**config.mk**
```make
export PLATFORM = sky130hd
export DESIGN_NAME = vga_timing_gen
export DESIGN_NICKNAME = d
export VERILOG_FILES = /design/src/rtl/vga_pkg.sv /design/src/rtl/vga_axis_counter.sv /design/src/rtl/vga_timing_gen.sv
export SDC_FILE = /design/constraint.sdc
export NUM_CORES = 1
export LEC_CHECK = 0
export CORE_MARGIN = 3
export CORE_UTILIZATION = 53
export CTS_BUF_LIST = sky130_fd_sc_hd__clkbuf_4 sky130_fd_sc_hd__clkbuf_8
export CTS_CLUSTER_DIAMETER = 150
export CTS_CLUSTER_SIZE = 14
export DETAILED_ROUTE_END_ITERATION = 12
export HOLD_SLACK_MARGIN = 0.05
export PLACE_DENSITY_LB_ADDON = 0.08
export SYNTH_ARGS = -nofsm -noshare
export SYNTH_HDL_FRONTEND = slang
export SYNTH_SLANG_ARGS = --single-unit
```
**constraint.sdc**
```tcl
create_clock -name board_clock -period 2.8 [get_ports board_clock]
set_clock_uncertainty 0.2 [all_clocks]
set_input_delay 0.56 -clock board_clock [delete_from_list [all_inputs] [get_ports board_clock]]
set_output_delay 0.56 -clock board_clock [all_outputs]
set_load 0.005 [all_outputs]
```
**src/rtl/vga_pkg.sv**
```systemverilog
// Shared VGA timing constants (640x480@60 defaults) and total-length helpers.
package vga_pkg;

  localparam int unsigned VGA_H_ACTIVE = 640;
  localparam int unsigned VGA_H_FRONT  = 16;
  localparam int unsigned VGA_H_SYNC   = 96;
  localparam int unsigned VGA_H_BACK   = 48;
  localparam int unsigned VGA_V_ACTIVE = 480;
  localparam int unsigned VGA_V_FRONT  = 10;
  localparam int unsigned VGA_V_SYNC   = 2;
  localparam int unsigned VGA_V_BACK   = 33;
  localparam int unsigned VGA_CLK_DIV  = 1;
  localparam int unsigned VGA_CW       = 12;

  function automatic int unsigned h_total(input int unsigned active, input int unsigned front,
                                          input int unsigned sync, input int unsigned back);
    return active + front + sync + back;
  endfunction

  function automatic int unsigned v_total(input int unsigned active, input int unsigned front,
                                          input int unsigned sync, input int unsigned back);
    return active + front + sync + back;
  endfunction

endpackage

```
**src/rtl/vga_axis_counter.sv**
```systemverilog
// One timing axis: wrapping position counter with registered sync decode.
// next_count/next_active expose the post-edge values so the parent can register aligned outputs.
module vga_axis_counter #(
  parameter int unsigned ACTIVE   = 640,
  parameter int unsigned FRONT    = 16,
  parameter int unsigned SYNC_LEN = 96,
  parameter int unsigned BACK     = 48,
  parameter bit          POL      = 1'b0,
  parameter int unsigned CW       = 12
) (
  input  logic          board_clock,
  input  logic          reset,
  input  logic          step,
  output logic [CW-1:0] count,
  output logic [CW-1:0] next_count,
  output logic          next_active,
  output logic          at_last,
  output logic          sync
);

  localparam int unsigned TOTAL = ACTIVE + FRONT + SYNC_LEN + BACK;
  localparam logic [CW-1:0] LAST       = CW'(TOTAL - 1);
  localparam logic [CW-1:0] ACT_END    = CW'(ACTIVE);
  localparam logic [CW-1:0] SYNC_START = CW'(ACTIVE + FRONT);
  localparam logic [CW-1:0] SYNC_END   = CW'(ACTIVE + FRONT + SYNC_LEN);

  logic next_sync;

  always_comb begin
    at_last     = (count == LAST);
    next_count  = count;
    if (step) begin
      next_count = at_last ? '0 : count + CW'(1);
    end
    next_active = (next_count < ACT_END);
    next_sync   = ((next_count >= SYNC_START) && (next_count < SYNC_END)) ? POL : ~POL;
  end

  // Reset parks the axis on its last position so the first step lands on 0.
  always_ff @(posedge board_clock or posedge reset) begin
    if (reset) begin
      count <= LAST;
      sync  <= ~POL;
    end else begin
      count <= next_count;
      sync  <= next_sync;
    end
  end

endmodule

```
**src/rtl/vga_timing_gen.sv**
```systemverilog
// VGA raster timing generator: pixel-clock divider driving horizontal and vertical axes,
// with every output registered on the same edge as the counters.
module vga_timing_gen
  import vga_pkg::*;
#(
  parameter int unsigned H_ACTIVE  = VGA_H_ACTIVE,
  parameter int unsigned H_FRONT   = VGA_H_FRONT,
  parameter int unsigned H_SYNC    = VGA_H_SYNC,
  parameter int unsigned H_BACK    = VGA_H_BACK,
  parameter int unsigned V_ACTIVE  = VGA_V_ACTIVE,
  parameter int unsigned V_FRONT   = VGA_V_FRONT,
  parameter int unsigned V_SYNC    = VGA_V_SYNC,
  parameter int unsigned V_BACK    = VGA_V_BACK,
  parameter bit          HSYNC_POL = 1'b0,
  parameter bit          VSYNC_POL = 1'b0,
  parameter int unsigned CLK_DIV   = VGA_CLK_DIV,
  parameter int unsigned CW        = VGA_CW
) (
  input  logic          board_clock,
  input  logic          reset,
  input  logic          enable,
  output logic          hsync,
  output logic          vsync,
  output logic          de,
  output logic [CW-1:0] x,
  output logic [CW-1:0] y,
  output logic [CW-1:0] h_count,
  output logic [CW-1:0] v_count,
  output logic          line_start,
  output logic          frame_start
);

  localparam int unsigned H_TOTAL = h_total(H_ACTIVE, H_FRONT, H_SYNC, H_BACK);
  localparam int unsigned V_TOTAL = v_total(V_ACTIVE, V_FRONT, V_SYNC, V_BACK);
  localparam longint unsigned CNT_RANGE = 64'd1 << CW;

  if (H_ACTIVE == 0 || H_FRONT == 0 || H_SYNC == 0 || H_BACK == 0 ||
      V_ACTIVE == 0 || V_FRONT == 0 || V_SYNC == 0 || V_BACK == 0 ||
      CLK_DIV == 0 || CW == 0) begin : g_bad_param
    $error("vga_timing_gen: timing parameters and CLK_DIV must be at least 1");
  end
  if (64'(H_TOTAL) > CNT_RANGE || 64'(V_TOTAL) > CNT_RANGE) begin : g_bad_width
    $error("vga_timing_gen: H_TOTAL/V_TOTAL do not fit in CW bits");
  end

  localparam int unsigned DW = (CLK_DIV > 1) ? $clog2(CLK_DIV) : 1;
  localparam logic [DW-1:0] DIV_LAST = DW'(CLK_DIV - 1);

  logic [DW-1:0] div_q;
  logic          pix_tick;
  logic          h_step, v_step;
  logic          h_last, v_last;
  logic [CW-1:0] h_next, v_next;
  logic          h_next_active, v_next_active;
  logic          de_d;

  assign pix_tick = (div_q == DIV_LAST);
  assign h_step   = enable & pix_tick;
  assign v_step   = h_step & h_last;
  assign de_d     = h_next_active & v_next_active;

  always_ff @(posedge board_clock or posedge reset) begin
    if (reset) begin
      div_q <= '0;
    end else if (enable) begin
      div_q <= pix_tick ? '0 : div_q + DW'(1);
    end
  end

  vga_axis_counter #(
    .ACTIVE   (H_ACTIVE),
    .FRONT    (H_FRONT),
    .SYNC_LEN (H_SYNC),
    .BACK     (H_BACK),
    .POL      (HSYNC_POL),
    .CW       (CW)
  ) u_h_axis (
    .board_clock (board_clock),
    .reset       (reset),
    .step        (h_step),
    .count       (h_count),
    .next_count  (h_next),
    .next_active (h_next_active),
    .at_last     (h_last),
    .sync        (hsync)
  );

  vga_axis_counter #(
    .ACTIVE   (V_ACTIVE),
    .FRONT    (V_FRONT),
    .SYNC_LEN (V_SYNC),
    .BACK     (V_BACK),
    .POL      (VSYNC_POL),
    .CW       (CW)
  ) u_v_axis (
    .board_clock (board_clock),
    .reset       (reset),
    .step        (v_step),
    .count       (v_count),
    .next_count  (v_next),
    .next_active (v_next_active),
    .at_last     (v_last),
    .sync        (vsync)
  );

  // Strobes are only set on a stepping edge, so they clear on the following board_clock.
  always_ff @(posedge board_clock or posedge reset) begin
    if (reset) begin
      de          <= 1'b0;
      x           <= '0;
      y           <= '0;
      line_start  <= 1'b0;
      frame_start <= 1'b0;
    end else begin
      de          <= de_d;
      x           <= de_d ? h_next : '0;
      y           <= de_d ? v_next : '0;
      line_start  <= h_step & h_last;
      frame_start <= v_step & v_last;
    end
  end

endmodule

```
==> summary.txt <==
Placement
  • Routability congestion estimate: ~0.85
  • Post-DP HPWL: about 4000 um
  • Inst Count DP: 365
  • PortBufs: 55
  • Placed Area: 3370 sq um

Worst setup path
  • Reg2reg start: u_h_axis.count[0]
  • Setup slack, reg-to-reg: 0.20 ns
  • Worst R2R Path Depth: 8
  • Worst Setup Path Type: reg2reg
  • Crit. End Element: register
  • Startpoint Class: register
  • Worst path arrival time: between 2 and 3 ns
  • Worst r2r dst: u_v_axis.sync
  • Crit-path max FO: 6
  • Data required, critical path: 2.83 ns

Detailed routing
  • Residual DRC: 0
  • Vias per inst: roughly 5.4
  • DR pass1 iterations: 4
  • Drt wl/cell: ~15 um
  • ANT nets after route: 0
  • Routed Wire Length: 5520 um
  • Iteration-0 DRC Markers: between 90 and 100
  • Vias post-DR: roughly 2k

Layout
  • Final std cells w/o fill: between 300 and 400
  • Layout area overhead: 33.4%
  • Diode count: 0
  • Net count, final: 313
  • Share of cells above drive strength 1: 0.250
  • Post-Route Utilization: 0.768
  • Final instance area: about 3500 sq um

Yosys
  • Largest family of logic cells by synthesized area: simple AND/OR/NAND/NOR gates
  • Compound-Gate Fraction of Synth Area: 0.0953
  • Mux cell area share after synthesis: 0
  • Largest cells by area after synthesis: dfrtp_1 39%, dfstp_2 12%, nor3b_2 7.6%, xnor2_1 2.7%, nand3_1 2.5%
  • Top cell type by total area after synthesis: dfrtp_1
  • Flops & latches, synth: 53
  • Synth Area in Adders: 0.0143
  • Mean Syn Cell Area: 11.3 sq um
  • Post-synth EDFFs: 0
  • Top_reg_cell synth: dfrtp_1
  • Post-synthesis sequential area ratio: 0.511
  • Post-synth cell types: 56
  • Count leader, synth: dfrtp_1
  • Post-synth top cells: 41 x dfrtp_1, 17 x nand2_1, 16 x nor3b_2
  • Synthesis Warnings: 0
  • Syn Std Cell Area: 2630 sq um
  • Mapped Cells: between 200 and 250
  • Post-synth ARST share: 1.00
  • Post-Synth XOR/XNOR Area: 0.0557
  • Simple-Gate Fraction of Synth Area: 0.271
  • Synth top area share: 0.391

Power
  • Sequential power share: 0.504
  • Comb power frac: 0.209
  • Max VDD drop: 0.441 mV
  • Clk pwr share: 0.287
  • Pint: 1400 uW
  • PwrDens: between 500 and 600 nW/um^2
  • P_sw: 490 uW
  • P_leak: 0.00152 uW
  • Switching portion of total power: 0.259
  • Final Power: approximately 1900 uW

Clocking
  • Worst-path clk slew: approximately 0.09 ns
  • CTS Sinks: 53
  • Clock root buffer: clkbuf_8
  • Clock Path Buffers: 2
  • CTS Buf Count: 5
  • CTS H-Tree Depth: 2
  • Postcts setup bufs: 0
  • CTS tree: done
  • Skew-Pair Late Insertion Delay: 0.31 ns

Global routing
  • Largest net degree at the start of global routing: 34
  • GRT Overall Usage: 0.205
  • Vias in the first global route: ~2k
  • First-pass GRT wire length: between 9000 and 10000 um
  • Initial antenna violation count: 0
  • Total gr overflow: 0

Hold path
  • Hold Path Stages: 2
  • Hold path startpoint: u_v_axis.count[9]
  • Hold Path End: u_v_axis.count[9]
  • Hold Path Class: reg2reg

Die
  • Die Span X: 76.4 um
  • I/O pin cnt: 56
  • Starting Density: 0.575
  • Die Y: roughly 76 um
  • Die ar.: 5840 sq um
  • Core area: approximately 4600 sq um
  • Rows: 24

Run
  • Maxcap violations: 0

STA
  • Final setup viols: 0
  • Final hold vios: 0
  • RSZ-0062 raised after global routing: false
  • Period Utilization, post-route: 0.928
  • FMAX: between 300 and 400 MHz
  • Min cycle time layout: roughly 2.6 ns
  • Max-slew violation count: 0
  • Setup_tns: 0 ns

Status
  • Status: finished clean
[per-stage QoR]
stage | worst slack, ns | hold slack [ns]
detailed placement | -0.156 | 0.292
global route | 0.0397 | 0.348
finish | 0.203 | 0.308
CTS | 0.139 | 0.307
floorplan | 0.306 | 0.273
global placement | -0.107 | 0.288
[kinds of logic (layout without fill, tap and decap cells)]
| kind of cell | count (synthesis) | in the layout |
|---|---|---|
| compound gates | 39 | 39 |
| xor+xnor | 15 | 15 |
| fa+ha+maj | 3 | 3 |
| buf+inv | 23 | 95 |
| flops | 53 | 53 |
| other cells | 1 | 5 |
| simple gates | 98 | 98 |
[metal layers]
layer | global-route usage | share of wire | wire [um]
met4 | 0.0543 | 0.011 | 63
met3 | 0.0686 | 0.066 | 365
met2 | 0.314 | 0.45 | 2470
met5 | 0 | 0 | 0
met1 | 0.282 | 0.48 | 2620
[how the worst max path moves through the flow]
stage,start,endpoint
floorplan,u_h_axis.count[0],x[0]
global route,u_h_axis.count[0],x[3]
finish,u_h_axis.count[0],u_v_axis.sync
detailed placement,enable,x[9]
CTS,u_h_axis.count[0],x[9]
global placement,enable,x[7]
[state kept, by name, summed over array words and instances, names as in the netlist]
name / count
y: 12
u_h_axis.count: 12
u_v_axis.sync: 1
x: 12
line_start: 1
frame_start: 1
de: 1
u_h_axis.sync: 1
u_v_axis.count: 12
[area by class of cell]
class                      count  area, sq um
sequential                    53         1340
multi-input combinational    160         1180
fill                         333         1060
timing repair buffer          78          751
clock buffer                   6         82.6
tap                           65         81.3
clock inverter                 2         37.5
inverter                       9         33.8
[critical path, stage by stage (launching register included)]
cell,delay [ns]
dfstp_2,0.58
ha_2,0.22
and3_1,0.22
nand4_4,0.15
inv_2,0.14
nand4_1,0.14
nand2_1,0.11
o211ai_1,0.17
or4_1,0.57
[power by group through the flow]
stage	Combinational, uW	Clock (uW)	Sequential [uW]
2_1_floorplan	234	0	930
3_3_place_gp	390	0	966
5_1_grt	435	580	974
4_1_cts	400	550	954
6_report	396	543	955
3_5_place_dp	399	0	968
[timing repair]
action / in CTS / in global routing
gates resized for setup: 0 / 4
hold endpoints to repair: 0 / 0
hold buffers: 0 / 0
setup endpoints to repair: 0 / 7
[cell usage in the layout, fill, tap and decap left out, types with 4 or more instances in the layout]
cell type and count:
a21oi_1 6, buf_4 21, clkbuf_8 6, clkdlybuf4s50_1 54
conb_1 5, dfrtp_1 41, dfstp_2 12, inv_1 7
nand2_1 17, nand3_1 13, nand4_1 8, nor2_1 10
nor3b_2 16, nor4_2 4, o21ai_0 13, xnor2_1 8
xor2_1 5
Power figures use the tool's default switching activity.
